File: config.mk
export PLATFORM = sky130hd
export DESIGN_NAME = reg_file_mp
export DESIGN_NICKNAME = d
export VERILOG_FILES = /design/src/rtl/reg_file_pkg.sv /design/src/rtl/reg_clear_seq.sv /design/src/rtl/reg_file_mp.sv
export SDC_FILE = /design/constraint.sdc
export NUM_CORES = 1
export LEC_CHECK = 0
export CAP_MARGIN = 0
export CORE_MARGIN = 2
export CORE_UTILIZATION = 55
export CTS_CLUSTER_SIZE = 14
export DETAILED_ROUTE_END_ITERATION = 7
export HOLD_SLACK_MARGIN = 0.03
export PLACE_DENSITY_LB_ADDON = 0.3
export SYNTH_ARGS = -nofsm -noshare
export SYNTH_HDL_FRONTEND = slang
export SYNTH_SLANG_ARGS = --single-unit
File: constraint.sdc
create_clock -name clk -period 4.9 [get_ports clk]
set_input_delay 0.49 -clock clk [delete_from_list [all_inputs] [get_ports clk]]
set_output_delay 0.49 -clock clk [all_outputs]
set_load 0.03 [all_outputs]
File: src/rtl/reg_file_pkg.sv
// Shared types and default sizing for the multi-port register file.
package reg_file_pkg;

    localparam int unsigned DEFAULT_XLEN  = 32;
    localparam int unsigned DEFAULT_DEPTH = 32;

    typedef enum logic {
        CLEAR = 1'b0,
        READY = 1'b1
    } state_t;

endpackage

File: src/rtl/reg_clear_seq.sv
// Clear sequencer: walks an index over the whole array after reset or on
// request, one entry per cycle, and reports when the array is usable.
module reg_clear_seq
    import reg_file_pkg::*;
#(
    parameter int unsigned DEPTH = DEFAULT_DEPTH
) (
    input  logic                       clk,
    input  logic                       reset,
    input  logic                       clear_req,
    output logic                       clear_en,
    output logic [$clog2(DEPTH)-1:0]   clear_idx,
    output logic                       ready
);

    localparam int unsigned AW = $clog2(DEPTH);
    // One extra bit so DEPTH = 2^AW terminates without wrapping
    localparam int unsigned CW = AW + 1;
    localparam logic [CW-1:0] LAST_IDX = CW'(DEPTH - 1);

    state_t          state_q;
    state_t          state_d;
    logic [CW-1:0]   cnt_q;
    logic [CW-1:0]   cnt_d;

    // State, counter and registered status flags
    always_ff @(posedge clk or posedge reset) begin
        if (reset) begin
            state_q  <= CLEAR;
            cnt_q    <= '0;
            ready    <= 1'b0;
            clear_en <= 1'b1;
        end else begin
            state_q  <= state_d;
            cnt_q    <= cnt_d;
            ready    <= (state_d == READY);
            clear_en <= (state_d == CLEAR);
        end
    end

    // Next-state: CLEAR counts 0..DEPTH-1, READY re-enters CLEAR on request
    always_comb begin
        state_d = state_q;
        cnt_d   = cnt_q;
        case (state_q)
            CLEAR: begin
                if (cnt_q == LAST_IDX) begin
                    state_d = READY;
                    cnt_d   = '0;
                end else begin
                    cnt_d = cnt_q + CW'(1);
                end
            end
            READY: begin
                if (clear_req) begin
                    state_d = CLEAR;
                    cnt_d   = '0;
                end
            end
        endcase
    end

    assign clear_idx = AW'(cnt_q);

endmodule

File: src/rtl/reg_file_mp.sv
// Two-read / one-write register file with optional hardwired zero register,
// optional write-to-read forwarding and a sequenced array clear.
module reg_file_mp
    import reg_file_pkg::*;
#(
    parameter int unsigned XLEN     = DEFAULT_XLEN,
    parameter int unsigned DEPTH    = DEFAULT_DEPTH,
    parameter bit          ZERO_REG = 1'b1,
    parameter bit          BYPASS   = 1'b1
) (
    input  logic                       clk,
    input  logic                       reset,
    input  logic                       clear_req,
    output logic                       ready,
    input  logic [$clog2(DEPTH)-1:0]   rs1In,
    input  logic [$clog2(DEPTH)-1:0]   rs2In,
    input  logic                       readEnable,
    output logic [XLEN-1:0]            rs1Out,
    output logic [XLEN-1:0]            rs2Out,
    input  logic                       writeEnable,
    input  logic [$clog2(DEPTH)-1:0]   rd,
    input  logic [XLEN-1:0]            data
);

    localparam int unsigned AW = $clog2(DEPTH);
    localparam int unsigned CW = AW + 1;
    localparam logic [CW-1:0] DEPTH_W = CW'(DEPTH);

    logic [XLEN-1:0] regs [DEPTH];

    logic            clear_en;
    logic [AW-1:0]   clear_idx;
    logic            wr_acc_c;
    logic [XLEN-1:0] rd1_c;
    logic [XLEN-1:0] rd2_c;

    // Address maps to real storage (in range and not the hardwired zero)
    function automatic logic addr_valid(input logic [AW-1:0] a);
        return ({1'b0, a} < DEPTH_W) && !(ZERO_REG && (a == '0));
    endfunction

    reg_clear_seq #(
        .DEPTH (DEPTH)
    ) u_clear_seq (
        .clk       (clk),
        .reset     (reset),
        .clear_req (clear_req),
        .clear_en  (clear_en),
        .clear_idx (clear_idx),
        .ready     (ready)
    );

    // A write coinciding with a clear request is dropped
    assign wr_acc_c = ready & writeEnable & ~clear_req & addr_valid(rd);

    // Read data selection with optional forwarding of the accepted write
    always_comb begin
        rd1_c = '0;
        rd2_c = '0;
        if (addr_valid(rs1In)) begin
            if (BYPASS && wr_acc_c && (rd == rs1In)) begin
                rd1_c = data;
            end else begin
                rd1_c = regs[rs1In];
            end
        end
        if (addr_valid(rs2In)) begin
            if (BYPASS && wr_acc_c && (rd == rs2In)) begin
                rd2_c = data;
            end else begin
                rd2_c = regs[rs2In];
            end
        end
    end

    // Storage: zeroed by the clear walk, never by the async reset
    always_ff @(posedge clk) begin
        if (clear_en) begin
            regs[clear_idx] <= '0;
        end else if (wr_acc_c) begin
            regs[rd] <= data;
        end
    end

    // Registered read ports, held unless a read is accepted
    always_ff @(posedge clk or posedge reset) begin
        if (reset) begin
            rs1Out <= '0;
            rs2Out <= '0;
        end else if (ready && readEnable) begin
            rs1Out <= rd1_c;
            rs2Out <= rd2_c;
        end
    end

endmodule

# Word-level counts from Yosys, hierarchy flattened
# Memory sizes are Yosys's and may differ from the RTL's.
# Cells that the tools add are included.
# Widths: inputs -> output; s select.
[word_totals]
in_bits = 52
n_memories = 1
ramBits = 1024
wordCells = 43
out_inout_bits = 65
reg_bits = 72
[mem_list]
columns = ["memory", "depth", "word_bits", "rd", "rd_clocked_by_memory_dff", "wr", "line", "source"]
rows = [
  ["regs", 32, 32, 2, 0, 1, "reg_file_mp.sv:29", "logic [XLEN-1:0] regs [DEPTH];"],
]
[classes]
bitwise = 6
n_reduce_logical = 8
eq_ne = 4
addsub = 1
muxes = 18
[ops]
columns = ["operator", "n"]
rows = [
  ["$mux 32", 5],
  ["$reduce_or 32->1", 1],
  ["$logic_not 5->1", 3],
  ["$mux 6", 2],
  ["$pmux 6 s2", 1],
  ["$eq 5x5->1", 2],
  ["$mux 1", 8],
  ["$add 6x1->6 const B", 1],
  ["$eq 6x5->1 const B", 1],
  ["$mux 5", 1],
  ["$and 1x1->1", 3],
  ["$logic_and 1x1->1", 3],
  ["$not 1->1", 3],
  ["$ne 2x2->1 const B", 1],
  ["$pmux 1 s2", 1],
  ["$logic_not 1->1", 1],
]

# Depth between registers and ports, before layout
# Gate-level depths: netlist (run 1).
[depth]
word_depth = 8
depth_mapped = 8
depth_no_buf = 6

# By module
# From an unflattened synthesis (run 1), not the netlist that was laid out.
[hier_totals]
hier_cells = 2923
area_unflattened_um2 = 52093.7
[by_module_without_submodules]
columns = ["mod", "cells_each", "instances", "area_per_inst_um2"]
rows = [
  ["reg_file_mp", 2878, 1, 51645.8],
  ["reg_clear_seq", 45, 1, 447.9],
]

# Least setup slack after synthesis (run 1)
# Ideal clock, no wire load.
[synth_timing]
kind = "input to register"
start = "in rd[3]"
end = "mem regs[16][0] (netlist name), enable pin"
setup_ns = 0.421
setup_slack_ns = 1.199
stages = 7
arrival_ns = 3.280
path_cell_list = "clkbuf_1 > nor3_1 > a211oi_1 > buf_2 > mux2i_1 > nand2_1 > nor2_1"
[synth_via]
elab_chain_cells = 8
elab_cells_between_ends = 9
cone_classes = "mux (5); bitwise (1); reduce/logical (3)"
[synth_rtl]
columns = ["item", "line", "source"]
rows = [
  ["start, declared", "reg_file_mp.sv:21", "input logic [$clog2(DEPTH)-1:0] rd,"],
  ["$logic_not 5->1", "reg_file_mp.sv:39", "return ({1'b0, a} < DEPTH_W) && !(ZERO_REG && (a == '0));"],
  ["$logic_not 1->1", "reg_file_mp.sv:39", ""],
  ["$and 1x1->1", "reg_file_mp.sv:54", "assign wr_acc_c = ready & writeEnable & ~clear_req & addr_valid(rd);"],
  ["$mux 1", "reg_file_mp.sv:80", "end else if (wr_acc_c) begin"],
  ["$mux 1", "reg_file_mp.sv:78", "if (clear_en) begin"],
  ["$mux 1 (not written as such)", "reg_file_mp.sv:81", "regs[rd] <= data;"],
  ["$reduce_or 32->1 (no line)", "-", ""],
  ["$mux 5 (no line) / $mux 1 (equally long branches)", "-", ""],
  ["end, declared", "reg_file_mp.sv:29", ""],
]
# Parallel ways exist; a longest one is shown, timed or not.

# Final worst setup path (run 1)
[layout_timing]
start = "reg u_clear_seq.ready"
end = "mem regs[17][9] (netlist name), enable pin"
[layout_via]
elab_chain_cells = 8
elab_cells_between_ends = 9
cone_classes = "mux (5); bitwise (3); reduce/logical (1)"
[layout_rtl]
columns = ["item", "line", "source"]
rows = [
  ["start, declared", "reg_clear_seq.sv:13", "output logic ready"],
  ["start signal, assigned", "reg_clear_seq.sv:36", "ready <= (state_d == READY);"],
  ["$and 1x1->1 * (3 in series)", "reg_file_mp.sv:54", ""],
  ["$mux 1 *", "reg_file_mp.sv:80", ""],
  ["$mux 1 *", "reg_file_mp.sv:78", ""],
  ["$mux 1 (not written as such) *", "reg_file_mp.sv:81", ""],
  ["$reduce_or 32->1 (no line)", "-", ""],
  ["$mux 5 (no line) / $mux 1 (equally long branches)", "-", ""],
]
# Mark *: on every way between the ends. The rest lies on a longest branch, timed or not.

==> results of run 1 <==
cells by family (layout without fill, tap and decap cells):
logic type	after synthesis	count (layout)	share of synthesized area, %
muxes	646	646	22.42
other	0	2	0
buffers and inverters	239	444	1.998
DFF	1096	1096	64.73
and+or+nand+nor	192	192	1.968
AOI/OAI and AO/OA	598	598	8.677
xor gates and xnor gates	11	11	0.1916
adders and majority gates	1	1	0.02487
cells in the mapped netlist, types with 37 or more instances:
| cell type | n | share of area, % |
|---|---|---|
| nand2_1 | 51 | 0.38 |
| mux4_2 | 384 | 17 |
| nor2_1 | 41 | 0.31 |
| a22oi_1 | 192 | 2.9 |
| and2_1 | 37 | 0.46 |
| a221oi_1 | 128 | 2.2 |
| buf_2 | 76 | 0.76 |
| edfxtp_1 | 1024 | 61 |
| mux2i_1 | 260 | 5.2 |
| dfrtp_1 | 71 | 3.5 |
| a21oi_1 | 96 | 0.96 |
| clkbuf_1 | 129 | 0.96 |
| a22o_1 | 64 | 1.1 |
| o21ai_0 | 71 | 0.71 |
sequential cells by signal (all words and copies together), names as in the netlist:
signal	flops
u_clear_seq.ready	1
regs	1024
u_clear_seq.clear_en	1
u_clear_seq.cnt_q	6
rs2Out	32
rs1Out	32
final timing paths:
kind | startpoint | cells past startpoint | endpoint
max | u_clear_seq.ready | 6 | regs[17][9]
min reg2reg | u_clear_seq.cnt_q[5] | 2 | u_clear_seq.cnt_q[5]
max in group asynchronous | reset | 3 | rs1Out[11]
max reg2reg | u_clear_seq.ready | 6 | regs[17][9]
min in group clk | rs1In[1] | 4 | rs1Out[3]
min | reset | 2 | rs2Out[30]
area by class of cell:
type,count,area (sq um),share of cell area (%)
Tap cell,1176,1471,2.569
Clock inverter,58,706.9,1.234
Sequential cell,1096,32550,56.84
Antenna cell,2,5.005,0.008739
Inverter,8,31.28,0.05462
Clock buffer,145,3009,5.254
Timing Repair Buffer,233,2350,4.103
Multi-Input combinational cell,1448,17140,29.93
worst max-delay path, cell delays in order (launching register included):
cell	delay, ns
dfrtp_1	0.62
nand3b_1	0.21
a211oi_4	0.51
mux2i_1	0.42
nand2_1	0.42
nor2_4	0.72
buf_4	0.33
power by group:
group | leakage [nW] | internal [W] | switching [W]
sequential | 9.33 | 0.0113 | 0.000694
combinational | 6.98 | 0.00170 | 0.00240
clock | 1.79 | 0.00506 | 0.00364
total | 18.1 | 0.0181 | 0.00674
per-stage QoR:
stage          area, sq um  total power, W  setup WS [ns]  hold slack, ns  util, %
2_1_floorplan        50290         0.01426          1.199          0.4834        -
3_3_place_gp         53550         0.01601         0.9759          0.5071    59.31
3_5_place_dp         53550         0.01616         0.8988          0.5200    59.31
4_1_cts              57260         0.02475          1.441          0.2917    63.42
5_1_grt              57260         0.02544          1.232          0.3581    63.42
6_report             57270         0.02480          1.341          0.2957    63.43
layout by cell type (no fill, tap or decap), drive strengths merged, types with 3 or more instances in the layout:
cell type,netlist,final
a211o,32,32
a21oi,96,96
a221oi,128,128
a22o,64,64
a22oi,192,192
a31oi,4,4
and2,37,37
buf,101,123
bufinv,0,14
clkbuf,130,147
clkdlybuf4s50,0,108
clkinv,0,38
clkinvlp,0,5
dfrtp,71,71
edfxtp,1024,1024
inv,8,9
mux2i,260,260
mux4,384,384
nand2,51,51
nand2b,6,6
nand3,4,4
nor2,41,41
nor2b,7,7
nor3,4,4
nor4,4,4
o21ai,72,72
o31ai,3,3
or3,32,32
xnor2,11,11
metal layers:
layer  wire length, um  global-route usage [%]
met3             20380                   8.212
met4              4913                   10.29
met1             54710                   45.98
met2             70720                   49.29
met5                74                       0
==> flow_metrics.tcl, run 1 <==
set metrics [dict create \
    outcome "complete, no violations" \
    clock_latency_ns 0.70 \
    clock_path_buffers 3 \
    relSlewSlack_pct 13.82 \
    drv_cap 0 \
    skew_ns 0.02677 \
    peakVddDrop_uv 341.1 \
    yosysWarnings 0 \
    dp.cells 3961 \
    hold_violations 0 \
    die_h_um 306.4 \
    grt_pass1_wl_um 217200 \
    grt_max_degree 141 \
    die_area_sq_um 93880 \
    finalCritPeriodShare_pct 72.63 \
    grt_pass1_vias 30584 \
    wire_per_inst_um 36.20 \
    post-route-min-period_ns 3.559 \
    criticalPathCategory "reg -> reg" \
    wl_um 150800 \
    nNetsFinal 2950 \
    post-cts-setup-buffers 0 \
    power_density_nw_per_um2 433.0 \
    worst_slew_pin_slew_ns 1.293 \
    place_congestion 0.8925 \
    post_cts_resize_count 0 \
    cts_tree "built" \
    core_sq_um 90290 \
    endpoint_kind "flip-flop" \
    setup_violations 0 \
    ys_seq_area_share_pct 64.73 \
    overflow 0 \
    vias_per_cell 7.502 \
    initial_core_util_pct 55.70 \
    ys_ff_latch 1096 \
    path_clk_slew_ns 0.07 \
    syn_to_final_growth_pct 13.87 \
    antenna_found_initial 11 \
    io_buffers 116 \
    drt_iter0_drc 5186 \
    avgSynthCellArea_sq_um 18.07 \
    drcViolationCount 0 \
    start_kind "flip-flop" \
    fillCellCount 6134 \
    syn_nets 2836 \
    r2r_slack_ns 1.34 \
    worstPathArrival_ns 3.94 \
    synth-main-ff-cell "edfxtp_1" \
    fmax_mhz 281.0 \
    clock-root-buffer "clkbuf_16" \
    async_flop_share_pct 6.569 \
    hp-class "in -> async" \
    grtUsageTotal_pct 32.22 \
    slew_violations 0 \
    htree_levels 3 \
    synth_edf_count 1024 \
    dpl.hpwl_um 93850 \
    syn_inst 2783 \
    drive_above_1_share_pct 24.36 \
    syn-cell-area_sq_um 50290 \
    clock_sink_count 1096 \
    crit_fanout 19 \
    rsz0062_at_grt "false" \
    dr.pass1.iters 6 \
    ios 117 \
    num_vias 31254 \
    p_leak_nw 18.11 \
    ant_nets 0 \
    rows 110 \
    final_cell_count_no_fill 4166 \
    postCtsHoldBufs 0 \
    cts_made_buffers 110 \
    required_ns 5.28 \
    fin_setup_tns_ns 0 \
    netlist-cell-type-count 44 \
    die_width_um 306.4 \
]
No activity file was read; power rests on OpenSTA's default activity.
==> inputs of run 2 (changes only) <==
Clock period 4.9 ns to 3.25 ns, I/O delays scaled along.
==> run 2 against run 1 <==
Final cell count is 3.3% higher. Flip-flop and latch count stayed put. Core utilization is 1.8 points higher. Critical path type unchanged.
==> flow_metrics.tcl, run 2 (same netlist as run 1, synthesis figures left out) <==
set metrics [dict create \
    outcome "complete, no violations" \
    hp-class "in -> reg" \
    drv_cap 0 \
    die_h_um 306.4 \
    dpl.hpwl_um 101900 \
    required_ns 3.61 \
    drt_iter0_drc 5451 \
    peakVddDrop_uv 569.9 \
    clock_path_buffers 3 \
    min_path_cells 3 \
    clock_sink_count 1096 \
    crit_chain "nand3b_1 > a211oi_4 > buf_4 > mux2i_1 > buf_4 > nand2_1 > buf_4 > nor2_4 > buf_12" \
    top_register "regs" \
    vias_per_cell 7.515 \
    fmax_mhz 384.4 \
    cp_slowest_stage_delay_ns 0.39 \
    final_common_cell "edfxtp_1" \
    slew_violations 0 \
    crit_fanout 24 \
    dr.pass1.iters 8 \
    antenna_found_initial 7 \
    hold_violations 0 \
    syn_to_final_growth_pct 17.18 \
    finalCritPeriodShare_pct 80.06 \
    grt_pass1_vias 32141 \
    endpoint_kind "flip-flop" \
    initial_core_util_pct 55.70 \
    path_common_cell "buf_4" \
    path_clk_slew_ns 0.07 \
    crit_buf_inv 4 \
    p_leak_nw 18.97 \
    worstPathArrival_ns 2.96 \
    crit_cells 9 \
    cp_top_family "buffers and inverters" \
    io_buffers 116 \
    relSlewSlack_pct 21.51 \
    setup_slack_ns 0.6482 \
    power_density_nw_per_um2 636.9 \
    core_sq_um 90290 \
    start_kind "flip-flop" \
    power_w 0.03753 \
    die_width_um 306.4 \
    drive_above_1_share_pct 27.73 \
    ios 117 \
    critPathSlowestCell "buf_4" \
    die_area_sq_um 93880 \
    ant_nets 0 \
    worst_slew_pin_slew_ns 1.175 \
    num_vias 32339 \
    post-route-min-period_ns 2.602 \
    grtUsageTotal_pct 33.51 \
    grt_pass1_wl_um 225900 \
    overflow 0 \
    rows 110 \
    largest_register_ffs 1024 \
    rsz0062_at_grt "false" \
    r2r_cells 9 \
    nNetsFinal 3090 \
    htree_levels 3 \
    cts_made_buffers 108 \
    reg_top3 "regs (1024), rs1Out (32), rs2Out (32)" \
    place_congestion 0.9326 \
    wire_per_inst_um 36.44 \
    cts_tree "built" \
    final_cell_mix "edfxtp_1 (1024), mux4_2 (384), mux2i_1 (260)" \
    setup_violations 0 \
    drcViolationCount 0 \
    criticalPathCategory "reg -> reg" \
    post-cts-setup-buffers 0 \
    clock-root-buffer "clkbuf_16" \
    r2r_slack_ns 0.65 \
    clock_latency_ns 0.67 \
    wl_um 156800 \
    grt_max_degree 65 \
    pre_cts_ws_ns 0.09377 \
    skew_ns 0.03526 \
]
==> run 2: repair_timing <==
item / CTS / global route
resized for setup: 0 / 0
hold endpoints to repair: 14 / 0
hold buffers: 1 / 0
==> run 2: worst paths after layout <==
kind                                 startpoint              endpoint
max in group asynchronous                 reset            rs2Out[18]
hold reg to reg            u_clear_seq.cnt_q[5]  u_clear_seq.cnt_q[5]
setup reg to reg              u_clear_seq.ready           regs[2][15]
setup / recovery              u_clear_seq.ready           regs[2][15]
hold / removal                        clear_req  u_clear_seq.clear_en
min in group asynchronous                 reset            rs2Out[27]
==> run 2: area by class of cell <==
cell class	instances	area (sq um)
well taps	1176	1471
inverters	8	31.28
clock buffers	140	2864
repair buffers	375	4144
clock inverters	56	718.2
multi-input cells	1448	17140
diodes	4	10.01
flip-flops and latches	1096	32550
fillers	5883	31350
==> run 2: per-layer routing <==
layer	up-vias	global-route usage (%)	part of all wire, %
li1	12464	-	-
met1	16711	45.51	35
met2	2724	52.49	47
met3	434	8.447	13
met4	6	13.58	4.7
met5	-	0	0.024
==> run 2: worst reg2reg max path: stages (launching register included) <==
cell      delay, ns
dfrtp_1        0.36
nand3b_1       0.14
a211oi_4       0.25
buf_4          0.39
mux2i_1        0.28
buf_4          0.15
nand2_1        0.13
buf_4          0.22
nor2_4         0.13
buf_12         0.22
==> run 2: stage by stage <==
stage / util, % / area, sq um / hold slack [ns] / setup TNS [ns] / std cells
2_1_floorplan: - / 50290 / 0.4288 / -206.12 / 2783
3_3_place_gp: 61.26 / 55310 / 0.5005 / 0 / 4101
3_5_place_dp: 61.26 / 55310 / 0.5278 / 0 / 4101
4_1_cts: 65.24 / 58900 / 0.3299 / 0 / 4298
5_1_grt: 65.26 / 58920 / 0.3915 / 0 / 4299
6_report: 65.27 / 58930 / 0.3455 / 0 / 4303
==> run 2: where the power goes <==
group          internal (W)  switching [W]  total, W
sequential           0.0170       0.000996    0.0180
clock               0.00754        0.00530    0.0128
combinational       0.00288        0.00380   0.00668
